**config.mk**
```make
export PLATFORM = sky130hd
export DESIGN_NAME = sdram_arbit
export DESIGN_NICKNAME = d
export VERILOG_FILES = /design/src/rtl/sdram_pkg.sv /design/src/rtl/sdram_cmd_mux.sv /design/src/rtl/sdram_arbit.sv
export SDC_FILE = /design/constraint.sdc
export NUM_CORES = 1
export LEC_CHECK = 0
export ABC_AREA = 0
export ABC_CLOCK_PERIOD_IN_PS = 1800
export BUFFER_PORTS_ARGS = -buffer_cell sky130_fd_sc_hd__buf_2
export CAP_MARGIN = 25
export CELL_PAD_IN_SITES_DETAIL_PLACEMENT = 1
export CELL_PAD_IN_SITES_GLOBAL_PLACEMENT = 2
export CORE_ASPECT_RATIO = 0.8
export CORE_UTILIZATION = 14
export CTS_BUF_LIST = sky130_fd_sc_hd__clkbuf_4 sky130_fd_sc_hd__clkbuf_8
export CTS_CLUSTER_SIZE = 14
export DETAILED_ROUTE_END_ITERATION = 7
export PLACE_DENSITY = 0.84
export SLEW_MARGIN = 10
export SYNTH_ARGS = -nofsm -noshare
export SYNTH_HDL_FRONTEND = slang
export SYNTH_SLANG_ARGS = --single-unit
```
**constraint.sdc**
```tcl
create_clock -name sysclk_100M -period 1.8 [get_ports sysclk_100M]
set_clock_uncertainty 0.15 [all_clocks]
set_input_delay 0.36 -clock sysclk_100M [delete_from_list [all_inputs] [get_ports sysclk_100M]]
set_output_delay 0.36 -clock sysclk_100M [all_outputs]
set_load 0.02 [all_outputs]
```
**src/rtl/sdram_pkg.sv**
```systemverilog
// Shared definitions for the SDRAM controller slice.
//   - SDRAM command encodings {cs_n, ras_n, cas_n, we_n}
//   - one-hot arbiter state encoding
//   - default address / bank widths
package sdram_pkg;

    localparam int ADDR_W_DEF = 13;
    localparam int BA_W_DEF   = 2;

    localparam logic [3:0] CMD_NOP       = 4'b0111;
    localparam logic [3:0] CMD_PRECHARGE = 4'b0010;
    localparam logic [3:0] CMD_REFRESH   = 4'b0001;
    localparam logic [3:0] CMD_MODE      = 4'b0000;
    localparam logic [3:0] CMD_ACTIVE    = 4'b0011;
    localparam logic [3:0] CMD_WRITE     = 4'b0100;
    localparam logic [3:0] CMD_READ      = 4'b0101;

    typedef enum logic [4:0] {
        ST_INIT    = 5'b00001,
        ST_ARBIT   = 5'b00010,
        ST_REFRESH = 5'b00100,
        ST_WRITE   = 5'b01000,
        ST_READ    = 5'b10000
    } state_t;

endpackage

```
**src/rtl/sdram_cmd_mux.sv**
```systemverilog
// Command-bus multiplexer for the SDRAM arbiter. Purely combinational:
// routes the owning sequencer's cmd/addr/ba to the pins according to the
// one-hot arbiter state; drives NOP/0/0 while arbitrating.
// Ports:
//   state_i                          one-hot arbiter state
//   init_*_i / refresh_cmd_i /
//   wr_*_i / rd_*_i                  source buses
//   cmd_o / addr_o / ba_o            selected bus to the pin drivers
module sdram_cmd_mux
    import sdram_pkg::*;
#(
    parameter int ADDR_W = ADDR_W_DEF,
    parameter int BA_W   = BA_W_DEF
) (
    input  logic [4:0]        state_i,
    input  logic [3:0]        init_cmd_i,
    input  logic [ADDR_W-1:0] init_addr_i,
    input  logic [BA_W-1:0]   init_ba_i,
    input  logic [3:0]        refresh_cmd_i,
    input  logic [3:0]        wr_cmd_i,
    input  logic [ADDR_W-1:0] wr_addr_i,
    input  logic [BA_W-1:0]   wr_ba_i,
    input  logic [3:0]        rd_cmd_i,
    input  logic [ADDR_W-1:0] rd_addr_i,
    input  logic [BA_W-1:0]   rd_ba_i,
    output logic [3:0]        cmd_o,
    output logic [ADDR_W-1:0] addr_o,
    output logic [BA_W-1:0]   ba_o
);

    always_comb begin
        cmd_o  = CMD_NOP;
        addr_o = '0;
        ba_o   = '0;
        case (state_i)
            ST_INIT: begin
                cmd_o  = init_cmd_i;
                addr_o = init_addr_i;
                ba_o   = init_ba_i;
            end
            // Auto-refresh needs no address; keep addr/ba parked at zero.
            ST_REFRESH: cmd_o = refresh_cmd_i;
            ST_WRITE: begin
                cmd_o  = wr_cmd_i;
                addr_o = wr_addr_i;
                ba_o   = wr_ba_i;
            end
            ST_READ: begin
                cmd_o  = rd_cmd_i;
                addr_o = rd_addr_i;
                ba_o   = rd_ba_i;
            end
            default: ;
        endcase
    end

endmodule

```
**src/rtl/sdram_arbit.sv**
```systemverilog
// Central SDRAM arbiter. Holds the command bus for the init sequencer until
// init_end, then grants it to refresh, write or read via req/ack/end
// handshakes. No pre-emption: an owner keeps the bus until its own *_end.
// Acks are decoded from the registered one-hot state (1-cycle grant latency).
// Ports:
//   sysclk_100M, rst_n (async, active-low)
//   init_end, init_cmd/addr/ba       init sequencer
//   refresh_req/ack/end/cmd          refresh sequencer
//   wr_req/ack/end/cmd/addr/ba       write sequencer
//   rd_req/ack/end/cmd/addr/ba       read sequencer
//   sdram_cmd/addr/ba                bus to the pin drivers
// Build option: define SDRAM_ARBIT_RR_EN for round-robin between write and
// read; otherwise write has fixed priority over read. Refresh always wins.
module sdram_arbit
    import sdram_pkg::*;
#(
    parameter int ADDR_W = ADDR_W_DEF,
    parameter int BA_W   = BA_W_DEF
) (
    input  logic              sysclk_100M,
    input  logic              rst_n,
    input  logic              init_end,
    input  logic [3:0]        init_cmd,
    input  logic [ADDR_W-1:0] init_addr,
    input  logic [BA_W-1:0]   init_ba,
    input  logic              refresh_req,
    output logic              refresh_ack,
    input  logic              refresh_end,
    input  logic [3:0]        refresh_cmd,
    input  logic              wr_req,
    output logic              wr_ack,
    input  logic              wr_end,
    input  logic [3:0]        wr_cmd,
    input  logic [ADDR_W-1:0] wr_addr,
    input  logic [BA_W-1:0]   wr_ba,
    input  logic              rd_req,
    output logic              rd_ack,
    input  logic              rd_end,
    input  logic [3:0]        rd_cmd,
    input  logic [ADDR_W-1:0] rd_addr,
    input  logic [BA_W-1:0]   rd_ba,
    output logic [3:0]        sdram_cmd,
    output logic [ADDR_W-1:0] sdram_addr,
    output logic [BA_W-1:0]   sdram_ba
);

    state_t state_q;
    state_t grant_d;    // owner to move to if the FSM is in ARBIT
    logic   wr_wins;

`ifdef SDRAM_ARBIT_RR_EN
    logic last_rd_q;
    // On a wr/rd tie, write wins only if read was served last.
    assign wr_wins = wr_req && (!rd_req || last_rd_q);
`else
    assign wr_wins = wr_req;
`endif

    always_comb begin
        grant_d = ST_ARBIT;
        if (refresh_req)  grant_d = ST_REFRESH;
        else if (wr_wins) grant_d = ST_WRITE;
        else if (rd_req)  grant_d = ST_READ;
    end

    always_ff @(posedge sysclk_100M or negedge rst_n) begin
        if (!rst_n) begin
            state_q   <= ST_INIT;
`ifdef SDRAM_ARBIT_RR_EN
            last_rd_q <= 1'b0;
`endif
        end else begin
            case (state_q)
                ST_INIT:    if (init_end)    state_q <= ST_ARBIT;
                ST_ARBIT: begin
                    state_q <= grant_d;
`ifdef SDRAM_ARBIT_RR_EN
                    if (grant_d == ST_READ)       last_rd_q <= 1'b1;
                    else if (grant_d == ST_WRITE) last_rd_q <= 1'b0;
`endif
                end
                // Only the owner's end pulse releases the bus.
                ST_REFRESH: if (refresh_end) state_q <= ST_ARBIT;
                ST_WRITE:   if (wr_end)      state_q <= ST_ARBIT;
                ST_READ:    if (rd_end)      state_q <= ST_ARBIT;
                default:                     state_q <= ST_INIT;
            endcase
        end
    end

    assign refresh_ack = (state_q == ST_REFRESH);
    assign wr_ack      = (state_q == ST_WRITE);
    assign rd_ack      = (state_q == ST_READ);

    sdram_cmd_mux #(
        .ADDR_W (ADDR_W),
        .BA_W   (BA_W)
    ) u_cmd_mux (
        .state_i       (state_q),
        .init_cmd_i    (init_cmd),
        .init_addr_i   (init_addr),
        .init_ba_i     (init_ba),
        .refresh_cmd_i (refresh_cmd),
        .wr_cmd_i      (wr_cmd),
        .wr_addr_i     (wr_addr),
        .wr_ba_i       (wr_ba),
        .rd_cmd_i      (rd_cmd),
        .rd_addr_i     (rd_addr),
        .rd_ba_i       (rd_ba),
        .cmd_o         (sdram_cmd),
        .addr_o        (sdram_addr),
        .ba_o          (sdram_ba)
    );

endmodule

```
==> results of run 1 <==
worst max-delay path, delay by kind of cell, from the launching register on:
family	cells	cell delay, ps
buffers and inverters	2	280
DFF	1	570
and+or+nand+nor	3	360
AOI/OAI and AO/OA	1	150
synthesized netlist by cell type:
cell type   n
a22oi_1    13
a22oi_2    10
and2_4      1
and3_1      2
buf_12      1
buf_2       3
buf_4       1
buf_6       1
dfrtp_1     4
dfstp_2     1
inv_1       3
inv_2       1
nand2_1    32
nand2b_1    2
nand2b_4    1
nand3_1     4
nand4b_1    1
nor2_1      4
nor2b_2     1
nor2b_4     1
nor3_1      1
nor3_2      1
o2111a_1    1
o21ai_0     3
o22a_1      1
o2bb2ai_1   1
o311ai_2    1
o32ai_1     1
power by group:
part	leakage [nW]	internal, mW	total (mW)	switching, mW
clock	0.0262	0.167	0.218	0.0515
combinational	0.785	0.982	1.85	0.870
sequential	0.0597	0.155	0.209	0.0535
cell families (layout without fill, tap and decap cells):
logic type | after synthesis | after routing | share of synthesized area
AND/OR/NAND/NOR | 51 | 51 | 0.338
flip-flops | 5 | 5 | 0.172
buffers and inverters | 10 | 121 | 0.0935
AO/OA/AOI/OAI | 31 | 31 | 0.396
routing by layer:
metal  up-vias  track usage
met2        64        0.251
met3         2       0.0235
li1        578            -
met5         -            0
met1       526        0.138
met4         0       0.0388
worst max path at each step:
stage | start | endpoint | slack [ps] | cells after the start
after floorplan | state_q[0] | sdram_cmd[3] | -2 | 6
after global placement | state_q[0] | sdram_cmd[2] | -120 | 6
after detailed placement | state_q[0] | sdram_cmd[2] | -150 | 6
after CTS | state_q[0] | sdram_addr[5] | -280 | 6
after global routing | state_q[0] | sdram_cmd[2] | -360 | 6
final | state_q[0] | sdram_cmd[1] | -290 | 6
final cells by class:
| type | instances | area share |
|---|---|---|
| Timing Repair Buffer | 113 | 0.472 |
| Clock buffer | 4 | 0.0274 |
| Tap cell | 62 | 0.0436 |
| Inverter | 4 | 0.00985 |
| Sequential cell | 5 | 0.0732 |
| Multi-Input combinational cell | 82 | 0.374 |
what timing repair did:
item                                   in CTS  in global routing
resized for setup                          54                 17
hold buffers                                1                  0
pin swaps                                   5                 29
setup buffers                               3                  3
setup endpoints to repair                  22                 22
cloned                                      0                  1
endpoints found under the hold margin       4                  0
==> out/metrics.csv, run 1 <==
stage;metric;value;unit
outcome;status;complete, but fails checks;
outcome;failed_checks;setup timing;
layout;antennaDiodeCount;0;
layout;top_regs;state_q x5;
setup_path;start_kind;flop;
min_path;hold_path_class;primary input to flop;
timing;finalMaxSlewViolations;0;
logic_synthesis;synth_cell_types;28;
clock_tree;tritoncts;built;
placement;port_buffers;91;
detailed_routing;drc;0;
die;pin_count;92;
setup_path;cp_max_fo;8;
setup_path;max_stage_delay;570;ps
setup_path;crit_slowest_cell;dfstp_2;
timing;finalHoldViolations;0;
die;coreArea;0.00504;mm^2
grt;antenna_found_initial;0;
grt;grt_remaining_overflow;0;
job;drv_cap;0;
detailed_routing;drtIter0Drc;22;
setup_path;critical_path_class;flop to output port;
min_path;hold_depth;2;
timing;fmax;479;MHz
grt;grt_pass1_wl;5550;um
placement;post_dp_cell_area;0.00141;mm^2
timing;fin_crit;2090;ps
grt;grt_max_degree;15;
timing;setup_viol;21;
power;p_per_area;1280;mW/mm^2
power;totalPowerFinal;2.28;mW
logic_synthesis;ys_ff_latch;5;
logic_synthesis;synth_top_area_share;0.170;
setup_path;rrSetupSlack;80;ps
timing;min_period_over_period;1.16;
detailed_routing;drt_wl_total;3670;um
detailed_routing;top_layer;met4;
logic_synthesis;yosys-top-cells-area;a22oi_2, nand2_1, dfrtp_1, a22oi_1, dfstp_2;
setup_path;path_cells;nor2_2 > and3_4 > buf_12 > a22oi_2 > nand3_2 > buf_6;
grt;grt_usage;0.127;
layout;fin_cells;270;
detailed_routing;vias;1170;
clock_tree;cts_buffers;3;
layout;final_common_cell;buf_2;
setup_path;cp.required;1290;ps
timing;tns;-4760;ps
layout;largest-register;state_q;
placement;placed_cells_incl_taps;258;
timing;setup_ws;-288;ps
layout;final_area;0.00178;mm^2
layout;multi_input_area;664;um^2
logic_synthesis;synth_nets;167;
detailed_routing;wl_met3;263;um
timing;worstMarginPinSlew;314;ps
logic_synthesis;synth_area_per_cell;7.58;um^2
layout;filler_cell_count;607;
placement;detailed_place_hpwl;2770;um
clock_tree;clk_pin_slew_worst_paths;40;ps
min_path;hold_start;refresh_end;
clock_tree;clock_path_buffers;2;
setup_path;reg2reg_to;state_q[1];
detailed_routing;drt-met1-wl;1450;um
layout;fin_util;0.353;
setup_path;reg2reg_from;state_q[0];
clock_tree;clk_latency;220;ps
detailed_routing;drtAntennaViolNets;0;
detailed_routing;vias_per_cell;4.33;
detailed_routing;dr_wl_met2;1930;um
power;p_leak;0.870;nW
layout;syn_to_final_growth;142;%
die;dieArea;0.00555;mm^2
die;die_h;66.8;um
power;vdd_drop_max;0.567;mV
placement;gp_congestion;0.766;
layout;mostFrequentLayoutCells;buf_2, a22oi_2, nand2_1, buf_6, buf_4;
logic_synthesis;synth_cells;97;
layout;drive_above_1_share;0.803;
clock_tree;cts.sinks;5;
grt;grt_pass1_vias;1238;
clock_tree;cts-root-buf;clkbuf_8;
logic_synthesis;ys_warn_count;0;
setup_path;crit_path_end_kind;output port;
die;fp-row-count;23;
setup_path;worstPathArrival;1580;ps
die;die_w;83.1;um
min_path;hold_end;state_q[2];
logic_synthesis;syn_area;736;um^2
placement;post-place-ws;-150;ps
die;start_util;0.146;
setup_path;rr_worst_depth;5;
detailed_routing;wire_per_inst;13.6;um
logic_synthesis;ys_seq_area_frac;0.172;
detailed_routing;drt_first_pass_iters;2;
timing;rsz0062_at_grt;true;
timing;max_slew_margin;0.790;
layout;largest_reg_flops;5;
clock_tree;htreeDepth;1;
logic_synthesis;synth_area_leader_cell;a22oi_2;
layout;ff_latch_area;130;um^2
layout;final_nets;279;
timing;hold_ws;179;ps
(Power assumes the default switching activity.)
==> inputs of run 2 (changes only) <==
Settings changed: CORE_UTILIZATION 14 to 16, PLACE_DENSITY 0.84 to 0.86, SYNTH_HIERARCHICAL set to 1.
==> out/metrics.csv, run 2 <==
stage;metric;value;unit
outcome;status;complete, but fails checks;
outcome;failed_checks;setup timing;
detailed_routing;drtIter0Drc;50;
logic_synthesis;synthTopCellsByCount;inv_1, a222oi_1, nand2_1, nor2_1;
layout;ff_latch_area;128;um^2
grt;top_usage_layer;met2;
power;vdd_drop_max;0.573;mV
timing;finalHoldViolations;0;
logic_synthesis;async_flop_share;1.00;
die;die_w;82.4;um
placement;gp_congestion;0.772;
grt;grt_pass1_wl;5490;um
grt;antenna_found_initial;0;
logic_synthesis;ys_seq_area_frac;0.153;
logic_synthesis;ys_ff_latch;5;
clock_tree;htreeDepth;1;
power;p_leak;0.930;nW
setup_path;rrSetupSlack;200;ps
layout;syn_to_final_growth;111;%
detailed_routing;wire_per_inst;13.4;um
grt;grtUsageMet3;0.0138;
timing;finalMaxSlewViolations;0;
detailed_routing;drt_wl_total;3680;um
setup_path;path_cells;or4b_4 > a221oi_4 > nand3_2 > buf_2;
detailed_routing;vias;1301;
logic_synthesis;yosys-top-cells-area;a222oi_1, dfrtp_1, inv_1, a22oi_1, dfstp_2;
grt;grt_usage;0.130;
setup_path;cp.required;1290;ps
layout;top_regs;state_q x5;
setup_path;cp_max_fo;3;
placement;detailed_place_hpwl;3080;um
grt;grt_pass1_vias;1288;
setup_path;crit_path_end_kind;output port;
layout;mostFrequentLayoutCells;buf_2, buf_6, inv_1;
grt;grt_util_met2;0.244;
clock_tree;cts_buffers;3;
logic_synthesis;synth_top_area_share;0.181;
grt;grt_max_degree;15;
detailed_routing;vias_per_cell;4.73;
job;drv_cap;0;
logic_synthesis;synth_area_leader_cell;a222oi_1;
setup_path;reg2reg_from;state_q[0];
die;coreArea;0.00501;mm^2
power;totalPowerFinal;2.28;mW
layout;multi_input_area;662;um^2
die;dieArea;0.00547;mm^2
min_path;hold_start;refresh_end;
logic_synthesis;synth_cells;104;
min_path;hold_end;state_q[2];
timing;rsz0062_at_grt;true;
logic_synthesis;syn_area;828;um^2
placement;post-place-ws;-393;ps
detailed_routing;drt_first_pass_iters;7;
setup_path;rr_worst_depth;6;
layout;largest-register;state_q;
timing;min_period_over_period;1.34;
die;pin_count;92;
layout;fin_cells;275;
clock_tree;cts.sinks;5;
timing;worstMarginPinSlew;340;ps
power;p_per_area;1300;mW/mm^2
timing;setup_viol;22;
detailed_routing;drtAntennaViolNets;0;
logic_synthesis;synth_area_per_cell;7.96;um^2
detailed_routing;drc;0;
timing;hold_ws;225;ps
grt;grt_remaining_overflow;0;
setup_path;crit_slowest_cell;dfstp_2;
timing;setup_ws;-620;ps
clock_tree;tritoncts;built;
layout;final_common_cell;buf_2;
clock_tree;clk_pin_slew_worst_paths;30;ps
timing;max_slew_margin;0.771;
layout;antennaDiodeCount;0;
setup_path;max_stage_delay;520;ps
min_path;hold_depth;2;
min_path;hold_path_class;primary input to flop;
timing;fin_crit;2420;ps
clock_tree;cts-root-buf;clkbuf_8;
die;die_h;66.4;um
layout;largest_reg_flops;5;
clock_tree;clk_latency;220;ps
layout;final_nets;284;
setup_path;reg2reg_to;state_q[1];
layout;fin_util;0.349;
setup_path;critical_path_class;flop to output port;
layout;drive_above_1_share;0.629;
placement;port_buffers;91;
layout;filler_cell_count;638;
die;fp-row-count;23;
logic_synthesis;yosysMostFrequentCell;inv_1;
logic_synthesis;ys_warn_count;6;
setup_path;start_kind;flop;
timing;fmax;413;MHz
die;start_util;0.165;
setup_path;worstPathArrival;1910;ps
logic_synthesis;synth_edf_count;0;
clock_tree;clock_path_buffers;2;
logic_synthesis;synth_nets;174;
logic_synthesis;synth_cell_types;36;
grt;grt.met1_usage;0.149;
logic_synthesis;ys.flop_type;dfrtp_1;
placement;placed_cells_incl_taps;268;
==> run 2: cell count changes in the layout (fill, tap and decap cells not counted), sizes merged, moves of 3 or more <==
cell	before	now
nand2	32	6
a22oi	23	5
a222oi	0	15
inv	4	18
nor3b	0	4
a22o	0	3
nor2	4	7
==> run 2: per-stage QoR <==
step           setup TNS [ps]  instance area [um^2]
6_report               -10320                  1750
5_1_grt                -11900                  1750
3_5_place_dp            -6640                  1480
3_3_place_gp            -6040                  1480
2_1_floorplan           -6590                   872
4_1_cts                -10830                  1700
==> run 2: cells by family (layout without fill, tap and decap cells) <==
| family | after synthesis | count (layout) | share of synthesized area |
|---|---|---|---|
| AO/OA/AOI/OAI | 34 | 34 | 0.358 |
| XOR/XNOR | 2 | 2 | 0.0212 |
| buffers and inverters | 23 | 132 | 0.139 |
| flip-flops | 5 | 5 | 0.153 |
| AND/OR/NAND/NOR | 40 | 40 | 0.329 |
==> run 2: area by class of cell <==
cell class	count	area share
clock buffers	4	0.0279
inverters	18	0.0387
multi-input cells	76	0.379
flip-flops and latches	5	0.0731
well taps	62	0.0444
repair buffers	110	0.437
==> run 2: metal layers <==
layer | vias to the layer above | share of wire
met1 | 614 | 0.39
met3 | 2 | 0.084
li1 | 629 | -
met4 | 0 | 0.0073
met2 | 56 | 0.52
met5 | - | 0
==> run 2: worst max path at each step <==
stage / startpoint / end / slack, ps / depth (start not counted)
4_1_cts: state_q[0] / sdram_cmd[0] / -640 / 4
6_report: state_q[0] / sdram_cmd[0] / -620 / 4
3_3_place_gp: state_q[0] / sdram_cmd[0] / -380 / 4
3_5_place_dp: state_q[0] / sdram_cmd[0] / -390 / 4
2_1_floorplan: state_q[0] / sdram_cmd[0] / -420 / 3
5_1_grt: state_q[0] / sdram_cmd[1] / -680 / 4
==> run 2: where the power goes <==
group	switching (mW)	internal [mW]
combinational	0.939	0.954
sequential	0.0184	0.150
clock	0.0491	0.167
total	1.01	1.27
==> run 2: critical path, delay by kind of cell, from the launching register on <==
kind                   cells  cell delay (ps)
AND/OR/NAND/NOR            2              630
flip-flops                 1              520
AO/OA/AOI/OAI              1              380
buffers and inverters      1              170
==> run 2: repair_timing <==
item                       in CTS  in global routing
buffers inserted                1                  1
setup endpoints to repair      22                 22
hold endpoints to repair        5                  0
gates resized for setup        46                  9
pin swaps                       4                  6
hold buffers                    1                  0
==> inputs of run 3 (changes only) <==
Settings changed: ABC_CLOCK_PERIOD_IN_PS 1800 to 2050, CORE_ASPECT_RATIO 0.8 to 2, CORE_UTILIZATION 16 to 14, PLACE_DENSITY 0.86 to 0.8.
Clock period 1.8 ns to 2.05 ns, I/O delays scaled along.
==> out/metrics.csv, run 3 (synthesis results as in run 2) <==
stage;metric;value;unit
outcome;status;complete, but fails checks;
outcome;failed_checks;setup timing;
die;die_h;111;um
timing;hold_ws;282;ps
min_path;hold_end;state_q[2];
clock_tree;clock_path_buffers;2;
clock_tree;cts-root-buf;clkbuf_8;
placement;placed_cells_incl_taps;266;
layout;fin_util;0.302;
timing;fmax;404;MHz
grt;grt_max_degree;17;
timing;min_period_over_period;1.21;
die;coreArea;0.00571;mm^2
placement;detailed_place_hpwl;3150;um
setup_path;rrSetupSlack;340;ps
setup_path;reg2reg_from;state_q[0];
clock_tree;cts.sinks;5;
grt;grt_usage;0.115;
detailed_routing;drtAntennaViolNets;0;
setup_path;crit_path_end_kind;output port;
grt;grt_remaining_overflow;0;
layout;drive_above_1_share;0.623;
die;die_w;56.4;um
layout;fin_cells;273;
power;p_leak;0.918;nW
timing;setup_ws;-423;ps
detailed_routing;drtIter0Drc;106;
timing;finalHoldViolations;0;
timing;max_slew_margin;0.768;
clock_tree;clk_pin_slew_worst_paths;30;ps
detailed_routing;wire_per_inst;13.6;um
layout;syn_to_final_growth;108;%
clock_tree;clk_latency;220;ps
min_path;hold_depth;2;
layout;final_area;0.00173;mm^2
timing;finalMaxSlewViolations;0;
layout;top_regs;state_q x5;
clock_tree;tritoncts;built;
setup_path;cp_max_fo;3;
timing;setup_viol;19;
die;dieArea;0.00625;mm^2
layout;antennaDiodeCount;0;
setup_path;cp.required;1490;ps
clock_tree;cts_buffers;3;
min_path;hold_start;refresh_end;
layout;mostFrequentLayoutCells;buf_2, buf_6, inv_1;
setup_path;worstPathArrival;1910;ps
placement;gp_congestion;0.751;
die;start_util;0.145;
min_path;hold_path_class;primary input to flop;
power;totalPowerFinal;1.96;mW
detailed_routing;vias_per_cell;4.83;
die;pin_count;92;
placement;post-place-ws;-171;ps
layout;filler_cell_count;701;
setup_path;critical_path_class;flop to output port;
layout;largest_reg_flops;5;
grt;grt_pass1_vias;1350;
layout;final_nets;283;
detailed_routing;drc;0;
placement;port_buffers;91;
setup_path;start_kind;flop;
power;p_per_area;1130;mW/mm^2
clock_tree;htreeDepth;1;
layout;final_common_cell;buf_2;
timing;worstMarginPinSlew;345;ps
placement;post_dp_cell_area;0.00150;mm^2
setup_path;reg2reg_to;state_q[1];
job;drv_cap;0;
setup_path;rr_worst_depth;7;
detailed_routing;drt_first_pass_iters;5;
timing;fin_crit;2470;ps
timing;rsz0062_at_grt;true;
grt;antenna_found_initial;0;
die;fp-row-count;39;
detailed_routing;drt_wl_total;3720;um
detailed_routing;vias;1319;
grt;grt_pass1_wl;5810;um
layout;largest-register;state_q;
timing;tns;-7140;ps
power;vdd_drop_max;0.877;mV
-- run 3: cell types whose count changed in the layout (fill, tap and decap cells not counted) --
cell / before / now
nand3_1: 0 / 1
buf_6: 24 / 22
nand3_2: 5 / 4
a22oi_2: 1 / 2
a22oi_1: 4 / 3
nor3b_2: 1 / 0
buf_4: 11 / 12
nor3b_1: 2 / 3
-- run 3: worst max-delay path by stage --
stage / startpoint / to / cells after the start
detailed placement: state_q[0] / sdram_cmd[0] / 4
CTS: state_q[0] / sdram_cmd[0] / 4
global route: state_q[0] / sdram_cmd[0] / 4
finish: state_q[0] / sdram_cmd[2] / 4
floorplan: state_q[0] / sdram_cmd[0] / 3
global placement: state_q[0] / sdram_cmd[0] / 4
-- run 3: power by group --
group / internal, mW / switching (mW)
Clock: 0.146 / 0.0432
Sequential: 0.132 / 0.0157
Combinational: 0.816 / 0.803
Total: 1.09 / 0.861
-- run 3: cell type report --
| class | count | area (um^2) | share of cell area |
|---|---|---|---|
| Clock buffer | 4 | 48.8 | 0.0283 |
| Inverter | 18 | 67.6 | 0.0392 |
| Multi-Input combinational cell | 76 | 657 | 0.381 |
| Sequential cell | 5 | 128 | 0.0740 |
| Tap cell | 61 | 76.3 | 0.0442 |
| Timing Repair Buffer | 109 | 748 | 0.434 |
-- run 3: what timing repair did --
| action | 4_1_cts | 5_1_grt |
|---|---|---|
| setup endpoints to repair | 20 | 21 |
| hold buffers | 1 | 0 |
| gates cloned | 0 | 0 |
| hold endpoints to repair | 4 | 0 |
| gates resized for setup | 30 | 19 |
| buffers inserted | 0 | 3 |
| pin swaps | 12 | 6 |
-- run 3: worst max-delay path, stage by stage, from the launching register on --
cell      delay, ps
dfstp_2         530
or4b_4          520
a221oi_4        390
nand3_2         110
buf_6           150
-- run 3: metal layers --
metal / wire length, um / vias up / track usage / share of wire
met5: 0 / - / 0 / 0
met1: 1080 / 630 / 0.0918 / 0.29
met3: 247 / 0 / 0.0152 / 0.066
met4: 0 / 0 / 0.0211 / 0
li1: - / 625 / - / -
met2: 2390 / 64 / 0.266 / 0.64
